--- config.mk ---
export PLATFORM = sky130hd
export DESIGN_NAME = gpr_wb_arbiter_flat
export DESIGN_NICKNAME = d
export VERILOG_FILES = /design/src/rtl/gpr_wb_arbiter_if.sv /design/src/rtl/gpr_wb_arbiter.sv /design/src/flat_wrapper.sv
export SDC_FILE = /design/constraint.sdc
export NUM_CORES = 1
export LEC_CHECK = 0
export CORE_MARGIN = 4
export CORE_UTILIZATION = 58
export CTS_CLUSTER_DIAMETER = 120
export DETAILED_ROUTE_END_ITERATION = 16
export PLACE_DENSITY = 0.78
export SLEW_MARGIN = 20
export SYNTH_ARGS = -nofsm -noshare
export SYNTH_HDL_FRONTEND = slang
export SYNTH_SLANG_ARGS = --single-unit
--- constraint.sdc ---
create_clock -name clk -period 4 [get_ports clk]
set_clock_uncertainty 0.05 [all_clocks]
set_input_delay 0.8 -clock clk [delete_from_list [all_inputs] [get_ports clk]]
set_output_delay 0.8 -clock clk [all_outputs]
set_load 0.02 [all_outputs]
--- src/rtl/gpr_wb_arbiter_if.sv ---
// Bus bundle for the GPR writeback arbiter. It carries the two result-source
// push ports, the registered regfile write port, the scoreboard query and busy.
interface gpr_wb_arbiter_if #(
   parameter int TID_W = 4
);
   logic             s0_valid;
   logic             s0_ready;
   logic [TID_W-1:0] s0_tid;
   logic [5:0]       s0_reg;
   logic [3:0]       s0_be;
   logic [31:0]      s0_data;

   logic             s1_valid;
   logic             s1_ready;
   logic [TID_W-1:0] s1_tid;
   logic [5:0]       s1_reg;
   logic [3:0]       s1_be;
   logic [31:0]      s1_data;

   logic [3:0]       wr;
   logic [TID_W+5:0] wa;
   logic [31:0]      wd;

   logic [TID_W+5:0] q_addr;
   logic             q_pend;
   logic             busy;

   // Arbiter side
   modport slave (
      input  s0_valid, s0_tid, s0_reg, s0_be, s0_data,
      input  s1_valid, s1_tid, s1_reg, s1_be, s1_data,
      input  q_addr,
      output s0_ready, s1_ready,
      output wr, wa, wd,
      output q_pend, busy
   );

   // Producer / regfile / scoreboard side
   modport master (
      output s0_valid, s0_tid, s0_reg, s0_be, s0_data,
      output s1_valid, s1_tid, s1_reg, s1_be, s1_data,
      output q_addr,
      input  s0_ready, s1_ready,
      input  wr, wa, wd,
      input  q_pend, busy
   );
endinterface

--- src/rtl/gpr_wb_arbiter.sv ---
// GPR writeback arbiter: two private FIFOs (ALU/FPU results, load data) drained
// round-robin, one entry per cycle, onto a registered regfile write port.
// Also answers a combinational "write pending?" query for the issue scoreboard.
module gpr_wb_arbiter #(
   parameter int   TID_W     = 4,
   parameter int   DEPTH     = 4,
   parameter logic ZERO_PROT = 1'b1
) (
   input logic             clk,
   input logic             rst,
   gpr_wb_arbiter_if.slave bus
);
   localparam int AW     = $clog2(DEPTH);
   localparam int CW     = AW + 1;
   localparam int ADDR_W = TID_W + 6;

   typedef struct packed {
      logic [ADDR_W-1:0] addr;
      logic [3:0]        be;
      logic [31:0]       data;
   } entry_t;

   entry_t            mem_q    [2][DEPTH];
   entry_t            mem_d    [2][DEPTH];
   logic [AW-1:0]     wr_ptr_q [2];
   logic [AW-1:0]     wr_ptr_d [2];
   logic [AW-1:0]     rd_ptr_q [2];
   logic [AW-1:0]     rd_ptr_d [2];
   logic [CW-1:0]     count_q  [2];
   logic [CW-1:0]     count_d  [2];
   logic              rr_q, rr_d;
   logic [3:0]        wr_q, wr_d;
   logic [ADDR_W-1:0] wa_q, wa_d;
   logic [31:0]       wd_q, wd_d;

   entry_t            in_ent [2];
   logic [1:0]        in_valid;
   logic [1:0]        in_ready;
   logic [1:0]        push;
   logic [1:0]        pop;
   logic [1:0]        not_empty;
   logic              grant_vld;
   logic              grant_src;
   entry_t            head;
   logic              discard;
   logic [AW-1:0]     slot_ofs;
   logic              pend;

   // Source port unpacking and FIFO accept logic (no push-through when full)
   always_comb begin
      in_ent[0] = {bus.s0_tid, bus.s0_reg, bus.s0_be, bus.s0_data};
      in_ent[1] = {bus.s1_tid, bus.s1_reg, bus.s1_be, bus.s1_data};
      in_valid  = {bus.s1_valid, bus.s0_valid};
      for (int s = 0; s < 2; s++) begin
         not_empty[s] = (count_q[s] != CW'(0));
         in_ready[s]  = !rst && (count_q[s] != CW'(DEPTH));
         push[s]      = in_valid[s] && in_ready[s];
      end
   end

   // Round-robin grant; rr only advances when both sources contend
   always_comb begin
      grant_vld = 1'b0;
      grant_src = 1'b0;
      rr_d      = rr_q;
      pop       = 2'b00;
      if (not_empty[0] && not_empty[1]) begin
         grant_vld = 1'b1;
         grant_src = rr_q;
         rr_d      = ~rr_q;
      end else if (not_empty[0]) begin
         grant_vld = 1'b1;
         grant_src = 1'b0;
      end else if (not_empty[1]) begin
         grant_vld = 1'b1;
         grant_src = 1'b1;
      end else begin
         grant_vld = 1'b0;
         grant_src = 1'b0;
      end
      if (grant_vld) begin
         pop[grant_src] = 1'b1;
      end else begin
         pop = 2'b00;
      end
   end

   // Output register next-state; discarded entries are consumed but write nothing
   always_comb begin
      head    = mem_q[grant_src][rd_ptr_q[grant_src]];
      discard = (head.be == 4'b0000) || (ZERO_PROT && (head.addr[5:0] == 6'd0));
      wr_d    = 4'b0000;
      wa_d    = wa_q;
      wd_d    = wd_q;
      if (grant_vld) begin
         wr_d = discard ? 4'b0000 : head.be;
         wa_d = head.addr;
         wd_d = head.data;
      end else begin
         wr_d = 4'b0000;
      end
   end

   // FIFO storage, pointer and occupancy next-state for both sources
   always_comb begin
      for (int s = 0; s < 2; s++) begin
         for (int j = 0; j < DEPTH; j++) begin
            mem_d[s][j] = mem_q[s][j];
         end
         wr_ptr_d[s] = wr_ptr_q[s];
         rd_ptr_d[s] = rd_ptr_q[s];
         count_d[s]  = count_q[s];
         if (push[s]) begin
            mem_d[s][wr_ptr_q[s]] = in_ent[s];
            wr_ptr_d[s]           = wr_ptr_q[s] + AW'(1);
         end else begin
            wr_ptr_d[s] = wr_ptr_q[s];
         end
         if (pop[s]) begin
            rd_ptr_d[s] = rd_ptr_q[s] + AW'(1);
         end else begin
            rd_ptr_d[s] = rd_ptr_q[s];
         end
         case ({push[s], pop[s]})
            2'b10:   count_d[s] = count_q[s] + CW'(1);
            2'b01:   count_d[s] = count_q[s] - CW'(1);
            default: count_d[s] = count_q[s];
         endcase
      end
   end

   // Pending-write lookup over every occupied slot (discards included) and the output reg
   always_comb begin
      pend     = 1'b0;
      slot_ofs = '0;
      for (int s = 0; s < 2; s++) begin
         for (int j = 0; j < DEPTH; j++) begin
            slot_ofs = AW'(j) - rd_ptr_q[s];
            if (({1'b0, slot_ofs} < count_q[s]) && (mem_q[s][j].addr == bus.q_addr)) begin
               pend = 1'b1;
            end else begin
               pend = pend;
            end
         end
      end
      if ((wr_q != 4'b0000) && (wa_q == bus.q_addr)) begin
         pend = 1'b1;
      end else begin
         pend = pend;
      end
      if (rst) begin
         pend = 1'b0;
      end else begin
         pend = pend;
      end
   end

   // Control and output registers with synchronous reset (queued writes are dropped)
   always_ff @(posedge clk) begin
      if (rst) begin
         for (int s = 0; s < 2; s++) begin
            wr_ptr_q[s] <= '0;
            rd_ptr_q[s] <= '0;
            count_q[s]  <= '0;
         end
         rr_q <= 1'b0;
         wr_q <= 4'b0000;
         wa_q <= '0;
         wd_q <= 32'h0000_0000;
      end else begin
         for (int s = 0; s < 2; s++) begin
            wr_ptr_q[s] <= wr_ptr_d[s];
            rd_ptr_q[s] <= rd_ptr_d[s];
            count_q[s]  <= count_d[s];
         end
         rr_q <= rr_d;
         wr_q <= wr_d;
         wa_q <= wa_d;
         wd_q <= wd_d;
      end
   end

   // FIFO payload storage; validity comes from the pointers, so no reset needed
   always_ff @(posedge clk) begin
      for (int s = 0; s < 2; s++) begin
         for (int j = 0; j < DEPTH; j++) begin
            mem_q[s][j] <= mem_d[s][j];
         end
      end
   end

   assign bus.s0_ready = in_ready[0];
   assign bus.s1_ready = in_ready[1];
   assign bus.wr       = wr_q;
   assign bus.wa       = wa_q;
   assign bus.wd       = wd_q;
   assign bus.q_pend   = pend;
   assign bus.busy     = !rst && ((count_q[0] != CW'(0)) || (count_q[1] != CW'(0)) ||
                                  (wr_q != 4'b0000));
endmodule

--- src/flat_wrapper.sv ---
// flat-port wrapper written by rule: the top's interface ports become plain ports
module gpr_wb_arbiter_flat 
#(
   parameter int   TID_W     = 4,
   parameter int   DEPTH     = 4,
   parameter logic ZERO_PROT = 1'b1
)
  (clk, rst, bus_s0_valid, bus_s0_tid, bus_s0_reg, bus_s0_be, bus_s0_data, bus_s1_valid, bus_s1_tid, bus_s1_reg, bus_s1_be, bus_s1_data, bus_q_addr, bus_s0_ready, bus_s1_ready, bus_wr, bus_wa, bus_wd, bus_q_pend, bus_busy);
  gpr_wb_arbiter_if #(.TID_W(TID_W)) bus_i ();
  input logic clk;
  input logic rst;
  input wire logic [$bits(bus_i.s0_valid)-1:0] bus_s0_valid;
  input wire logic [$bits(bus_i.s0_tid)-1:0] bus_s0_tid;
  input wire logic [$bits(bus_i.s0_reg)-1:0] bus_s0_reg;
  input wire logic [$bits(bus_i.s0_be)-1:0] bus_s0_be;
  input wire logic [$bits(bus_i.s0_data)-1:0] bus_s0_data;
  input wire logic [$bits(bus_i.s1_valid)-1:0] bus_s1_valid;
  input wire logic [$bits(bus_i.s1_tid)-1:0] bus_s1_tid;
  input wire logic [$bits(bus_i.s1_reg)-1:0] bus_s1_reg;
  input wire logic [$bits(bus_i.s1_be)-1:0] bus_s1_be;
  input wire logic [$bits(bus_i.s1_data)-1:0] bus_s1_data;
  input wire logic [$bits(bus_i.q_addr)-1:0] bus_q_addr;
  output wire logic [$bits(bus_i.s0_ready)-1:0] bus_s0_ready;
  output wire logic [$bits(bus_i.s1_ready)-1:0] bus_s1_ready;
  output wire logic [$bits(bus_i.wr)-1:0] bus_wr;
  output wire logic [$bits(bus_i.wa)-1:0] bus_wa;
  output wire logic [$bits(bus_i.wd)-1:0] bus_wd;
  output wire logic [$bits(bus_i.q_pend)-1:0] bus_q_pend;
  output wire logic [$bits(bus_i.busy)-1:0] bus_busy;
  assign bus_i.s0_valid = bus_s0_valid;
  assign bus_i.s0_tid = bus_s0_tid;
  assign bus_i.s0_reg = bus_s0_reg;
  assign bus_i.s0_be = bus_s0_be;
  assign bus_i.s0_data = bus_s0_data;
  assign bus_i.s1_valid = bus_s1_valid;
  assign bus_i.s1_tid = bus_s1_tid;
  assign bus_i.s1_reg = bus_s1_reg;
  assign bus_i.s1_be = bus_s1_be;
  assign bus_i.s1_data = bus_s1_data;
  assign bus_i.q_addr = bus_q_addr;
  assign bus_s0_ready = bus_i.s0_ready;
  assign bus_s1_ready = bus_i.s1_ready;
  assign bus_wr = bus_i.wr;
  assign bus_wa = bus_i.wa;
  assign bus_wd = bus_i.wd;
  assign bus_q_pend = bus_i.q_pend;
  assign bus_busy = bus_i.busy;
  gpr_wb_arbiter #(.TID_W(TID_W), .DEPTH(DEPTH), .ZERO_PROT(ZERO_PROT)) u_core (.clk(clk), .rst(rst), .bus(bus_i));
endmodule
* Word level (Yosys, flattened, before mapping)
Memories as Yosys holds them, arrays and structs flattened.
Index checks and enable logic that the tools add are counted.
** Storage, ports and cells
- Memories :: 4
- RAM bits :: 382
- Register bits :: 47
- Output and inout port bits :: 50
- Bits of input ports :: 106
- Logic and storage cells :: 137
** Memory list
- u_core.mem_q :: depth 2, width 184, read ports 3, clocked after memory_dff 0, write ports 2, RTL line gpr_wb_arbiter.sv:23 : entry_t mem_q [2][DEPTH];
- u_core.count_q :: depth 2, width 3, read ports 2, clocked after memory_dff 0, write ports 2, RTL line gpr_wb_arbiter.sv:29 : logic [CW-1:0] count_q [2];
- u_core.rd_ptr_q :: depth 2, width 2, read ports 3, clocked after memory_dff 0, write ports 2, RTL line gpr_wb_arbiter.sv:27 : logic [AW-1:0] rd_ptr_q [2];
- u_core.wr_ptr_q :: depth 2, width 2, read ports 2, clocked after memory_dff 0, write ports 2, RTL line gpr_wb_arbiter.sv:25 : logic [AW-1:0] wr_ptr_q [2];
** Operators by class
- Bitwise logic cells :: 11
- Mux-type cells :: 44
- Equality and inequality tests :: 15
- Add/subtract/negate cells :: 16
- $lt $le $gt $ge :: 15
- Reductions and logical operators :: 28
** Operators with widths (number)
- $bwmux W184 :: 2
- $mux W184 :: 2
- $demux W46 S2 :: 2
- $mux W46 :: 4
- $bmux W46 S2 :: 1
- $eq A10 B10 Y1 :: 9
- $lt A2 B3 Y1 :: 8
- $mux W1 :: 19
- $logic_and A1 B1 Y1 :: 18
- $mux W2 :: 9
- $pmux W3 S2 :: 2
- $ge A3 B3 Y1 const B :: 3
- $not A2 Y3 :: 3
- $add A2 B1 Y2 const B :: 4
- $sub A1 B2 Y2 const A :: 4
- $sub A2 B2 Y2 const A :: 4
- $add A3 B1 Y3 const B :: 2
- $logic_not A6 Y1 :: 1
- $lt A3 B1 Y1 const B :: 2
- $mux W3 :: 2
- $ne A3 B3 Y1 const B :: 2
- $or A1 B1 Y1 :: 6
- $reduce_bool A3 Y1 :: 2
- $sub A3 B1 Y3 const B :: 2
- other kinds (11) :: 16

* Longest topological paths before layout
Gate-level depths: netlist of the first run.
- Depth in word-level cells :: 13
- Gate-level depth with buffers :: 14
- Depth with buffers taken out :: 10

* Worst setup path before layout of the first run
No wires, ideal clock.
- Kind :: reg-to-output
- From :: memory u_core.rd_ptr_q[0][0] (netlist bit)
- To :: output port bus_q_pend
- Arrival time :: 2.562 ns
- Path buffers :: 3
- Cell stages (with the launch flop) :: 12
- Slack :: 0.588 ns
- Required time :: 3.150 ns
- Cells stage by stage :: dfxtp_1 clkbuf_1 buf_2 buf_1 xnor2_1 inv_1 ha_1 a21oi_1 o21ai_0 nor4_1 nor3_1 a41oi_1
** RTL lines
- from (decl) :: RTL line gpr_wb_arbiter.sv:27
- to (decl) :: RTL line flat_wrapper.sv:28 : output wire logic [$bits(bus_i.q_pend)-1:0] bus_q_pend;

* Final worst setup path of the first run
- From :: input port bus_q_addr[8]
- To :: output port bus_q_pend
** Between the ends
- Longest elaborated chain between the ends :: 12
- Elaborated cells between the ends (all ways) :: 28
- Classes of those cells :: 9 x eq/ne; 10 x mux; 9 x reduce/logical
** Ends and longest elaborated chain
- from (decl) :: RTL line flat_wrapper.sv:22 : input wire logic [$bits(bus_i.q_addr)-1:0] bus_q_addr;
- $eq A10 B10 Y1 :: RTL line gpr_wb_arbiter.sv:139 : if (({1'b0, slot_ofs} < count_q[s]) && (mem_q[s][j].addr == bus.q_addr)) begin
- $logic_and A1 B1 Y1 :: RTL line gpr_wb_arbiter.sv:139
- $mux W1 (8 in series) :: RTL line gpr_wb_arbiter.sv:139
- $mux W1 (*) :: RTL line gpr_wb_arbiter.sv:146 : if ((wr_q != 4'b0000) && (wa_q == bus.q_addr)) begin
- $mux W1 (*) :: RTL line gpr_wb_arbiter.sv:151 : if (rst) begin
Every way passes the cells marked *; elsewhere a longest branch is shown, timed or not.

==> qor.yml, run 1 <==
outcome:
  status: "completed"
drt:
  firstDrtPassIters: 5
  drc_errors: 0
  drtIter0Drc: 1089
  vias_per_cell: 6.17
  antenna_left: 0
  vias: 11400
  routed_wl_mm: 47.1
  wl_per_cell_um: 25.5
logic_synthesis:
  synth_edf_count: 368
  synth_nets: 1373
  syn_area_um2: 18100
  avgSynthCellArea_um2: 14.5
  ys_ff_latch: 429
  synth_area_leaders: "edfxtp_1 61%, dfxtp_1 6.8%, mux2i_1 4.7%"
  seq_area_frac_synth_pct: 68.0
  async_reset_ff_share_pct: 0
  yosysTopAreaCellShare_pct: 61.2
  synthFlopType: "edfxtp_1"
  syn_inst: 1247
  synth.distinct_cells: 56
  yosys_warnings: 0
  synth_top_area_cell: "edfxtp_1"
clocking:
  clkLatencyLatePin_ns: 0.53
  ctsHoldBuffers: 0
  numCtsBuffers: 42
  cts_buffer_depth: 3
  htree_levels: 2
  clkTransAtPathRegs_ns: 0.06
  cts_tree: "yes"
  root_buffer: "clkbuf_16"
  cts_sinks: 429
  cts_setup_buffers: 0
setup_path:
  cp.required_ns: 3.15
  cp_top_family: "simple AND/OR/NAND/NOR gates"
  cp_num_buf_inv: 2
  slowest_stage: "clkdlybuf4s50_1"
  critical_path.endpoint_type: "output pin"
  cp_max_fo: 4
  crit_top_cell: "nor4_1"
  crit_path_cell_trace: "clkdlybuf4s50_1 > xor2_1 > nor4_1 > o21ai_0 > nor4_1 > nor3_1 > a41oi_1 > clkbuf_2"
  r2r_slack_ns: 0.51
  cp.arrival_ns: 2.96
  worstSetupStartpointType: "primary input"
  critPathKind: "in -> out"
  cp_slowest_stage_delay_ns: 0.54
die:
  dieHeight_um: 184
  die_w_um: 184
  coreArea_um2: 30700
  rows: 64
  start_util_pct: 58.9
  io_pins: 156
  die_area_um2: 34000
global_routing:
  track_usage_pct: 27.4
  grt_pass1_vias: 11500
  grt_pass1_wl_mm: 70.0
  grt_overflow_total: 0
  grt_max_degree: 64
  antenna_found_initial: 5
final_layout:
  area_growth_pct: 19.7
  layout_common_cells: "368 x edfxtp_1, 153 x clkdlybuf4s50_1, 98 x a211oi_1, 84 x mux2i_1, 61 x nor2_1"
  design_area_um2: 21600
  num-nets-final: 1545
  fin_cells: 1849
  final_common_cell: "edfxtp_1"
  layout-drive-gt1-share_pct: 9.16
place:
  place_area_um2: 20300
  dp_hpwl_mm: 30.7
  dp_cells: 1771
  place_congestion: 0.925
  portBuffers: 155
sta:
  worst_hold_slack_ns: 0.445
  fin_crit_sh_pct: 95.2
  setup_violations: 0
  max_freq_ghz: 0.263
  tightest_slew_ns: 0.973
  hold_violations: 0
  drv_slew: 0
  rsz0062_at_grt: "no"
  period_needed_ns: 3.81
  relSlewSlack_pct: 34.5
pwr:
  ir_worst_vdd_uv: 594
  p_leak_uw: 0.00716
  powerDensity_nw_per_um2: 692
run:
  maxCapViolations: 0
hold_path:
  min_path_type: "reg -> reg"
[cells in the mapped netlist, drive strengths merged (2+ instances only)]
master   instances
or3              4
clkbuf          53
xnor2           43
dfxtp           61
a211oi         100
xor2            58
a21oi           44
nand2b           2
nand2           58
o31ai            2
o211ai           4
mux4             2
and3             8
a22oi            7
o211a            2
a32oi           23
nor2b           35
mux2i           85
and2             2
a211o            3
nand4            9
ha              18
a2111oi          2
nor2            63
a31oi            6
nor4            20
buf             26
nor3            35
a222oi           3
o21ai           20
edfxtp         368
mux2            46
fa               2
inv             21
[final cells by class]
type | count | area [um2]
antenna | 1 | 2.50
clock buffer | 62 | 1170
clock inverter | 15 | 128
fill | 2020 | 9050
inverter | 21 | 81.3
multi-input combinational | 718 | 5400
sequential | 429 | 12300
tap | 396 | 495
timing repair buffer | 207 | 2070
[state kept, by name, summed over array words and instances, names as in the netlist]
signal	count
u_core.bus.wd	32
u_core.rd_ptr_q	4
u_core.wr_ptr_q	4
u_core.count_q	6
u_core.rr_q	1
u_core.bus.wr	4
u_core.mem_q	368
u_core.bus.wa	10
[worst reg2reg max path, cell delays in order, from the launching register on]
cell and delay [ns]:
dfxtp_1 0.45, nor3_2 0.58, o21ai_4 0.21, inv_4 0.42, buf_4 0.37, ha_1 0.25
inv_1 0.07, fa_1 0.42, xor2_1 0.15, or3_1 0.31, a21oi_1 0.14
[per-layer routing]
layer | part of all wire [%] | global-route usage (%) | vias up
li1 | - | - | 5130
met1 | 42 | 37.8 | 5687
met2 | 48 | 45.2 | 491
met3 | 7.3 | 5.09 | 88
met4 | 2.4 | 7.69 | 8
met5 | 0.10 | 0 | -
[logic make-up after synthesis]
group	count (synthesis)	share of synthesized area, %
xor gates and xnor gates	101	4.90
DFF	429	68.0
muxes	133	7.90
AOI/OAI and AO/OA	225	8.87
and+or+nand+nor	239	6.55
adders and majority gates	20	1.47
buffers and inverters	100	2.36
[final timing paths]
check                            start              endpoint  depth (start not counted)
setup / recovery         bus_q_addr[8]            bus_q_pend                          8
setup reg to reg  u_core.count_q[0][2]  u_core.count_q[0][5]                         10
hold reg to reg      u_core.bus.wd[22]     u_core.bus.wd[22]                          2
hold / removal       u_core.bus.wd[22]     u_core.bus.wd[22]                          2
[per-stage QoR]
| step | power, uW | setup slack (ns) | util [%] | setup TNS (ns) |
|---|---|---|---|---|
| 2_1_floorplan | 9210 | 0.588 | - | 0 |
| 3_3_place_gp | 11100 | -0.206 | 66.3 | -0.206 |
| 3_5_place_dp | 11200 | -0.204 | 66.3 | -0.204 |
| 4_1_cts | 15000 | 0.0734 | 70.5 | 0 |
| 5_1_grt | 15700 | 0.0620 | 70.5 | 0 |
| 6_report | 15000 | 0.192 | 70.5 | 0 |
[power by group]
part           total, uW  internal (uW)  switching [uW]
Clock               3750           2150            1600
Combinational       5640           2090            3550
Sequential          5570           5300             270
[repair_timing]
item / CTS / global route
gates cloned: 0 / 0
setup endpoints to repair: 1 / 1
gates resized for setup: 1 / 3
No activity file was read; power rests on OpenSTA's default activity.
==> run 2, diff against run 1 <==
--- a/config.mk
+++ b/config.mk
@@ -9,6 +9,7 @@
 export CORE_UTILIZATION = 58
 export CTS_CLUSTER_DIAMETER = 120
 export DETAILED_ROUTE_END_ITERATION = 16
+export MAX_ROUTING_LAYER = met4
 export PLACE_DENSITY = 0.78
 export SLEW_MARGIN = 20
 export SYNTH_ARGS = -nofsm -noshare
==> constraint.sdc (replaced) <==
create_clock -name clk -period 4 [get_ports clk]
set_clock_uncertainty 0.05 [all_clocks]
set_input_delay 0.4 -clock clk [delete_from_list [all_inputs] [get_ports clk]]
set_output_delay 0.4 -clock clk [all_outputs]
set_load 0.02 [all_outputs]
==> qor.yml, run 2 (same netlist as run 1, synthesis figures left out) <==
outcome:
  status: "completed"
drt:
  firstDrtPassIters: 5  # unchanged
  antenna_left: 0  # unchanged
  vias: 11300  # -0.72%
  drc_errors: 0  # unchanged
  drtIter0Drc: 1096  # +0.64%
  routed_wl_mm: 47.3  # +0.41%
  wl_per_cell_um: 25.6  # +0.68%
  vias_per_cell: 6.14  # -0.45%
sta:
  tightest_slew_ns: 0.999  # +0.0256 ns
  relSlewSlack_pct: 33.1  # -1.4 points
  hold_violations: 0  # unchanged
  setup_tns_ns: 0  # unchanged
  setup_violations: 0  # unchanged
  rsz0062_at_grt: "no"
  period_needed_ns: 3.84  # +0.0343 ns
  max_freq_ghz: 0.260  # -0.89%
  drv_slew: 0  # unchanged
  fin_crit_sh_pct: 96.0  # +0.86 points
global_routing:
  grt_overflow_total: 0  # unchanged
  track_usage_pct: 28.2  # +0.80 points
  grt_max_degree: 60  # -6.3%
  grt_pass1_vias: 11400  # -0.96%
  antenna_found_initial: 4  # -1
  grt_pass1_wl_mm: 69.6  # -0.52%
die:
  rows: 64  # unchanged
  die_area_um2: 34000  # unchanged
  io_pins: 156  # unchanged
  coreArea_um2: 30700  # unchanged
  dieHeight_um: 184  # unchanged
  die_w_um: 184  # unchanged
  start_util_pct: 58.9  # unchanged
pwr:
  finalPower_uw: 15100  # +0.64%
  ir_worst_vdd_uv: 459  # -23%
  p_leak_uw: 0.00713  # -0.46%
  powerDensity_nw_per_um2: 698  # +0.86%
clocking:
  cts_buffer_depth: 3  # unchanged
  ctsResizeCount: 0  # -1
  cts_sinks: 429  # unchanged
  cts_tree: "yes"
  clkTransAtPathRegs_ns: 0.06  # about the same
  clkLatencyLatePin_ns: 0.55  # +0.02 ns
  htree_levels: 2  # unchanged
  numCtsBuffers: 43  # +2.4%
  root_buffer: "clkbuf_16"
  cts_setup_buffers: 0  # unchanged
  ctsHoldBuffers: 0  # unchanged
setup_path:
  cp_num_buf_inv: 2  # unchanged
  cp.arrival_ns: 3.39  # +0.43 ns
  critical_path.endpoint_type: "output pin"
  crit_path_cell_trace: "xnor2_1 > inv_1 > ha_1 > a21oi_1 > o21ai_0 > nor4_1 > nor3_1 > a41oi_1 > clkdlybuf4s50_1"
  cp_max_fo: 5  # +1
  cp.required_ns: 3.55  # +0.40 ns
  cp-startpoint: "u_core.rd_ptr_q[0][1]"
  critPathKind: "reg -> out"
  worstSetupStartpointType: "flip-flop"
  cp_slowest_stage_delay_ns: 0.67  # +0.13 ns
  slowest_stage: "clkdlybuf4s50_1"
  path_depth: 9  # +1
  r2r-start: "u_core.count_q[0][2]"
  cp_top_family: "compound AO/OA/AOI/OAI gates"
  rr_worst_depth: 10  # unchanged
final_layout:
  ff_latch_area_um2: 12300  # about the same
  fin_cells: 1844  # -0.27%
  multi_input_area_um2: 5400  # unchanged
  layout-drive-gt1-share_pct: 9.01  # -0.15 points
  layout_common_cells: "368 x edfxtp_1, 154 x clkdlybuf4s50_1, 98 x a211oi_1, 84 x mux2i_1, 61 x nor2_1"
  area_growth_pct: 19.5
  largest_register: "u_core.mem_q"
  num-nets-final: 1534  # -0.71%
  largest_reg_flops: 368  # unchanged
  fillerInstances: 2043  # +1.1%
  final_common_cell: "edfxtp_1"
place:
  portBuffers: 155  # unchanged
  place_congestion: 0.991  # +7.1%
  dp_hpwl_mm: 30.8  # +0.22%
  dp_cells: 1759  # -0.68%
hold_path:
  min_path_type: "in -> reg"
  min_from: "rst"
  whs_path_depth: 2  # unchanged
run:
  maxCapViolations: 0  # unchanged
## run 2: area by class of cell
type,instances,share of cell area [%]
inverters,21,0.377
flip-flops and latches,429,56.9
multi-input cells,718,25.0
clock buffers,59,5.54
diodes,5,0.0580
clock inverters,21,0.760
repair buffers,195,9.03
well taps,396,2.30
## run 2: metrics by stage
stage	setup slack (ns)	hold WS [ns]	utilization (%)	instance area (um2)
floorplan	0.957	0.449	-	18100
global placement	0.383	0.424	65.9	20200
detailed placement	0.405	0.438	65.9	20200
CTS	0.0159	0.245	70.3	21600
global route	0.0460	0.250	70.3	21600
finish	0.158	0.268	70.3	21600
## run 2: per-layer routing
layer  part of all wire, %  vias to the layer above  global-route usage, %
li1                      -                     5094                      -
met2                    48                      475                   45.6
met5                     0                        -                      -
met1                    41                     5658                   37.1
met4                   2.4                        0                   7.39
met3                   7.7                       95                   5.57
## run 2: worst paths after layout
check,slack [ns],end
hold / removal,0.27,u_core.count_q[0][4]
hold reg to reg,0.44,u_core.bus.wd[24]
setup reg to reg,0.50,u_core.count_q[0][5]
setup / recovery,0.16,bus_q_pend
## run 2: worst register-to-register path, stage by stage, from the launching register on
cell	delay [ns]
dfxtp_1	0.44
nor3_2	0.55
o21ai_4	0.27
inv_4	0.33
buf_4	0.41
ha_1	0.26
inv_1	0.07
fa_1	0.43
xor2_1	0.16
or3_1	0.31
a21oi_1	0.15
## run 2: power breakdown
group	internal, uW	total (uW)	switching (uW)
clock	2170	3830	1650
sequential	5300	5630	329
combinational	2110	5600	3490
total	9580	15100	5470
==> patch 1 (config.mk and constraints of run 1) <==
`ZERO_PROT` is set to 1'b1 in 2 places; all go to 1'b0.
--- a/src/rtl/gpr_wb_arbiter.sv
+++ b/src/rtl/gpr_wb_arbiter.sv
@@ -6,3 +6,3 @@
    parameter int   DEPTH     = 4,
-   parameter logic ZERO_PROT = 1'b1
+   parameter logic ZERO_PROT = 1'b0
 ) (
--- a/src/flat_wrapper.sv
+++ b/src/flat_wrapper.sv
@@ -5,3 +5,3 @@
    parameter int   DEPTH     = 4,
-   parameter logic ZERO_PROT = 1'b1
+   parameter logic ZERO_PROT = 1'b0
 )
Function: changed (Yosys sat finds a counterexample within 4 cycles, from zero or initial values and one cycle with rst high).
==> patch 1 against run 1 <==
Power fell by 2.8%; setup slack worse by 40 ps; sequential cell count stayed put; non-clock buffer count decreased by 4; highest routed layer unchanged; design area down 0.46%; area after synthesis decreased by 0.16%; largest power group is now registers; critical path depth up 1; global-route usage fell by 1.5 points; wire length shrank 5.1%; register-to-register slack gained 60 ps; die area decreased by 0.15%; count of clock-buffer cells in the layout decreased by 4; final cell count up 0.27%; critical endpoint unchanged.
==> patch 1: results <==
[run_status]
status = finished, final reports clean

[timing]
holdWs_ps = 453
slew_headroom_pct = 27.2

[power_and_ir_drop]
p_leak_uw = 0.00717
p_int_uw = 9420
ir_drop_v = 0.000524

[setup_path]
cp_max_fo = 3
r2r_cells = 10
slowest_delay_ps = 500
reg2reg_to = u_core.count_q[0][2]
crit_family = buffers and inverters
reg2reg_slack_ps = 570
worstPathArrival_ps = 3000

[place]
dpl_cell_area_um2 = 20200
portBuffers = 155
dp_cells = 1773
gp_congestion = 0.866
dp_hpwl_mm = 26.7
dp_slack_ps = -345

[final_layout]
drive_above_1_share_pct = 11.5
final_core_util_pct = 70.3
fin_cells = 1854
layout.nets = 1548
n_fill_cell = 2018
regMostFlops = u_core.mem_q

[detailed_routing]
dr.first_iter.drc_count = 984
route.vias.total = 11200
drtPass1Iterations = 5
detail_route.wl_per_cell_um = 24.1

[grt]
grt.total_usage_pct = 25.9
grt_max_degree = 76
antenna_found_initial = 2
grt_pass1_wl_mm = 67.0

[synthesis]
synth-edff-count = 368
synth-async-reset-ratio_pct = 0
synthTopCellsByArea = edfxtp_1 (61%), dfxtp_1 (6.8%), mux2i_1 (5.7%), a211oi_1 (3.2%), xor2_1 (2.9%)
yosys.cell_types.count = 38
post_synth.cell_area_avg_um2 = 14.3
synthTopCellsByCount = edfxtp_1 (368), mux2i_1 (102), nand2_1 (90)
yosysSeqAreaShare_pct = 68.1
synth_fp_nets = 1384

[clock_tree]
cts_resized = 5
clk_pin_slew_ps = 60
cts_inserted_buffers = 43
root_buffer = clkbuf_16

[worst_hold_path]
hp-class = register to register
whs_endpoint = u_core.bus.wd[22]
hold_depth = 2
[patch 1: changes by cell type in the layout (fill, tap and decap cells not counted), sizes merged, moves of 15 or more]
cell	before	now
mux2	46	0
nand3	1	34
nand2	58	90
o221ai	1	33
o21ai	20	45
a32oi	23	0
a21oi	44	24
nor3	35	16
mux2i	85	102
nor2b	35	50
[patch 1: logic make-up after synthesis]
group           synth area share (%)
flops                           68.1
simple gates                    7.91
compound gates                  9.37
mux                             5.66
xor+xnor                        4.91
buf+inv                         2.62
fa+ha+maj                       1.47
[patch 1: layout make-up]
class	instances	share of cell area, %
antenna	1	0.0116
clock inverter	22	0.802
multi-input combinational	728	24.7
timing repair buffer	203	9.33
clock buffer	58	5.45
tap	396	2.30
sequential	429	57.1
inverter	17	0.297
[patch 1: worst max-delay path by stage]
stage / from / end / slack (ps) / depth (start not counted)
4_1_cts: bus_q_addr[4] / bus_q_pend / 10 / 9
5_1_grt: bus_q_addr[0] / bus_q_pend / 20 / 10
3_5_place_dp: bus_q_addr[4] / bus_q_pend / -350 / 9
6_report: bus_q_addr[3] / bus_q_pend / 150 / 9
2_1_floorplan: bus_q_addr[9] / bus_q_pend / 750 / 7
3_3_place_gp: bus_q_addr[3] / bus_q_pend / -270 / 9
[patch 1: tightest hold or removal path, cell delays in order (launching register included)]
cell	delay [ps]
dfxtp_1	310
nor2_1	100
nor3_1	50
[patch 1: power groups by stage]
stage	registers [µW]	logic [µW]	clock network, µW
after floorplan	5780	3340	0
after global placement	5630	4970	0
after detailed placement	5640	5080	0
after CTS	5550	5150	3860
after global routing	5580	5560	4070
final	5550	5150	3840
[patch 1: per-layer routing]
metal	wire length [µm]	vias up	track usage [%]
li1	-	5084	-
met5	13	-	0
met4	757	2	5.86
met3	2990	65	4.18
met1	18800	5606	35.8
met2	22100	436	43.8
==> patch 2 (settings of run 1) <==
Made on the original files. `wr_q` and `wa_q` no longer have a reset.
--- a/src/rtl/gpr_wb_arbiter.sv
+++ b/src/rtl/gpr_wb_arbiter.sv
@@ -166,4 +166,2 @@
          rr_q <= 1'b0;
-         wr_q <= 4'b0000;
-         wa_q <= '0;
          wd_q <= 32'h0000_0000;
@@ -176,6 +174,9 @@
          rr_q <= rr_d;
-         wr_q <= wr_d;
-         wa_q <= wa_d;
          wd_q <= wd_d;
       end
+   end
+
+   always_ff @(posedge clk) begin
+      wr_q <= wr_d;
+      wa_q <= wa_d;
    end
Formal check against the unedited RTL: differs if rst is asserted again (counterexample within 4 cycles, from zero or initial values and one cycle with rst high); with rst held inactive, the same outputs for 4 cycles.
==> patch 2 against run 1 <==
Register-to-register slack gained 480 ps; hold slack worse by 1.1 ps; power grew 0.50%; fmax grew 0.97%; design area up 0.45%; utilization up 0.69 points; synthesized cell count is 2.2% lower; sequential cell count unchanged; area after synthesis decreased by 0.87%; combinational power decreased by 11%; final cell count down 1.4%; clock power is 15% higher; wire length fell by 8.6%; setup slack improved by 37 ps; largest cell class unchanged; highest routed layer unchanged.
==> patch 2: results <==
[run_status]
status = finished, final reports clean

[clock_tree]
htree_levels = 2
insertion_delay_ps = 550
cts_inserted_buffers = 44

[detailed_routing]
dr.first_iter.drc_count = 1017
detail_route.wl_per_cell_um = 23.6
wl_met1_mm = 16.7
viasPerCell = 6.07
wl_met2_mm = 21.1
wl_met3_mm = 3.64

[grt]
antenna_found_initial = 6
use_met1_pct = 32.8
grt.total_usage_pct = 25.4
grt_pass1_vias = 11300
grtUsageMet2_pct = 42.2
grt_util_met3_pct = 5.78
grt_max_degree = 87
grt_pass1_wl_mm = 65.0

[power_and_ir_drop]
p_int_uw = 9970
ir_drop_v = 0.000461
p_leak_uw = 0.00723
clkPwrFrac_pct = 28.8
powerSeq_uw = 5700
power_density_nw_per_um2 = 692

[setup_path]
crit_family = buffers and inverters
worstPathArrival_ps = 2920
reg2reg_slack_ps = 990
slowest_delay_ps = 440
r2r_cells = 8

[synthesis]
synth.mux.area_fraction_pct = 6.31
synthAdderAreaFrac_pct = 1.48
synth-compound-area-share_pct = 8.61
synth_fp_nets = 1345
yosysSeqAreaShare_pct = 69.1
yosys.cell_types.count = 46
synthTopCellsByArea = edfxtp_1 (63%), dfxtp_1 (5.7%), a211oi_1 (5.7%), mux2i_1 (4.5%), xor2_1 (2.9%)
post_synth.cell_area_avg_um2 = 14.7
synth-async-reset-ratio_pct = 0
synthTopCellsByCount = edfxtp_1 (378), a211oi_1 (136), mux2i_1 (80)
synth_xor_area_share_pct = 4.94

[place]
gp_congestion = 0.968
dp_cells = 1740
dp_hpwl_mm = 27.4
portBuffers = 155

[final_layout]
drive_above_1_share_pct = 10.8
multi_input_area_um2 = 5160
nonClkBufAreaFrac_pct = 9.37
n_clock_buffer = 67
seqCellArea_um2 = 12400
n_all_inverters = 20
fin_cells = 1823
multi_input_gates = 691
signal_buffers = 204
clk_share_pct = 7.24
layout.nets = 1516
numSequentialCells = 429

[timing]
slew_headroom_pct = 25.0
holdWs_ps = 444

[worst_hold_path]
min_from = u_core.bus.wd[27]
whs_endpoint = u_core.bus.wd[27]
==> patch 2: metrics by stage <==
stage / utilization, % / cell area [µm²] / TNS (ps) / setup WS (ps)
after CTS: 71.2 / 21700 / 0 / 84.0
after detailed placement: 66.0 / 20100 / -191 / -191
after floorplan: - / 17900 / 0 / 389
after global placement: 66.0 / 20100 / -170 / -170
final: 71.2 / 21700 / 0 / 229
after global routing: 71.2 / 21700 / 0 / 131
==> patch 2: how the worst max path moves through the flow <==
stage / startpoint / end
3_3_place_gp: bus_q_addr[0] / bus_q_pend
4_1_cts: bus_q_addr[8] / bus_q_pend
5_1_grt: bus_q_addr[8] / bus_q_pend
6_report: bus_q_addr[0] / bus_q_pend
3_5_place_dp: bus_q_addr[8] / bus_q_pend
2_1_floorplan: u_core.rd_ptr_q[0][0] / bus_q_pend
==> patch 2: what timing repair did <==
action,in CTS,in global routing
resized for setup,1,4
setup endpoints to repair,1,1
gates cloned,0,0
setup buffers,0,0
pin swaps,0,0
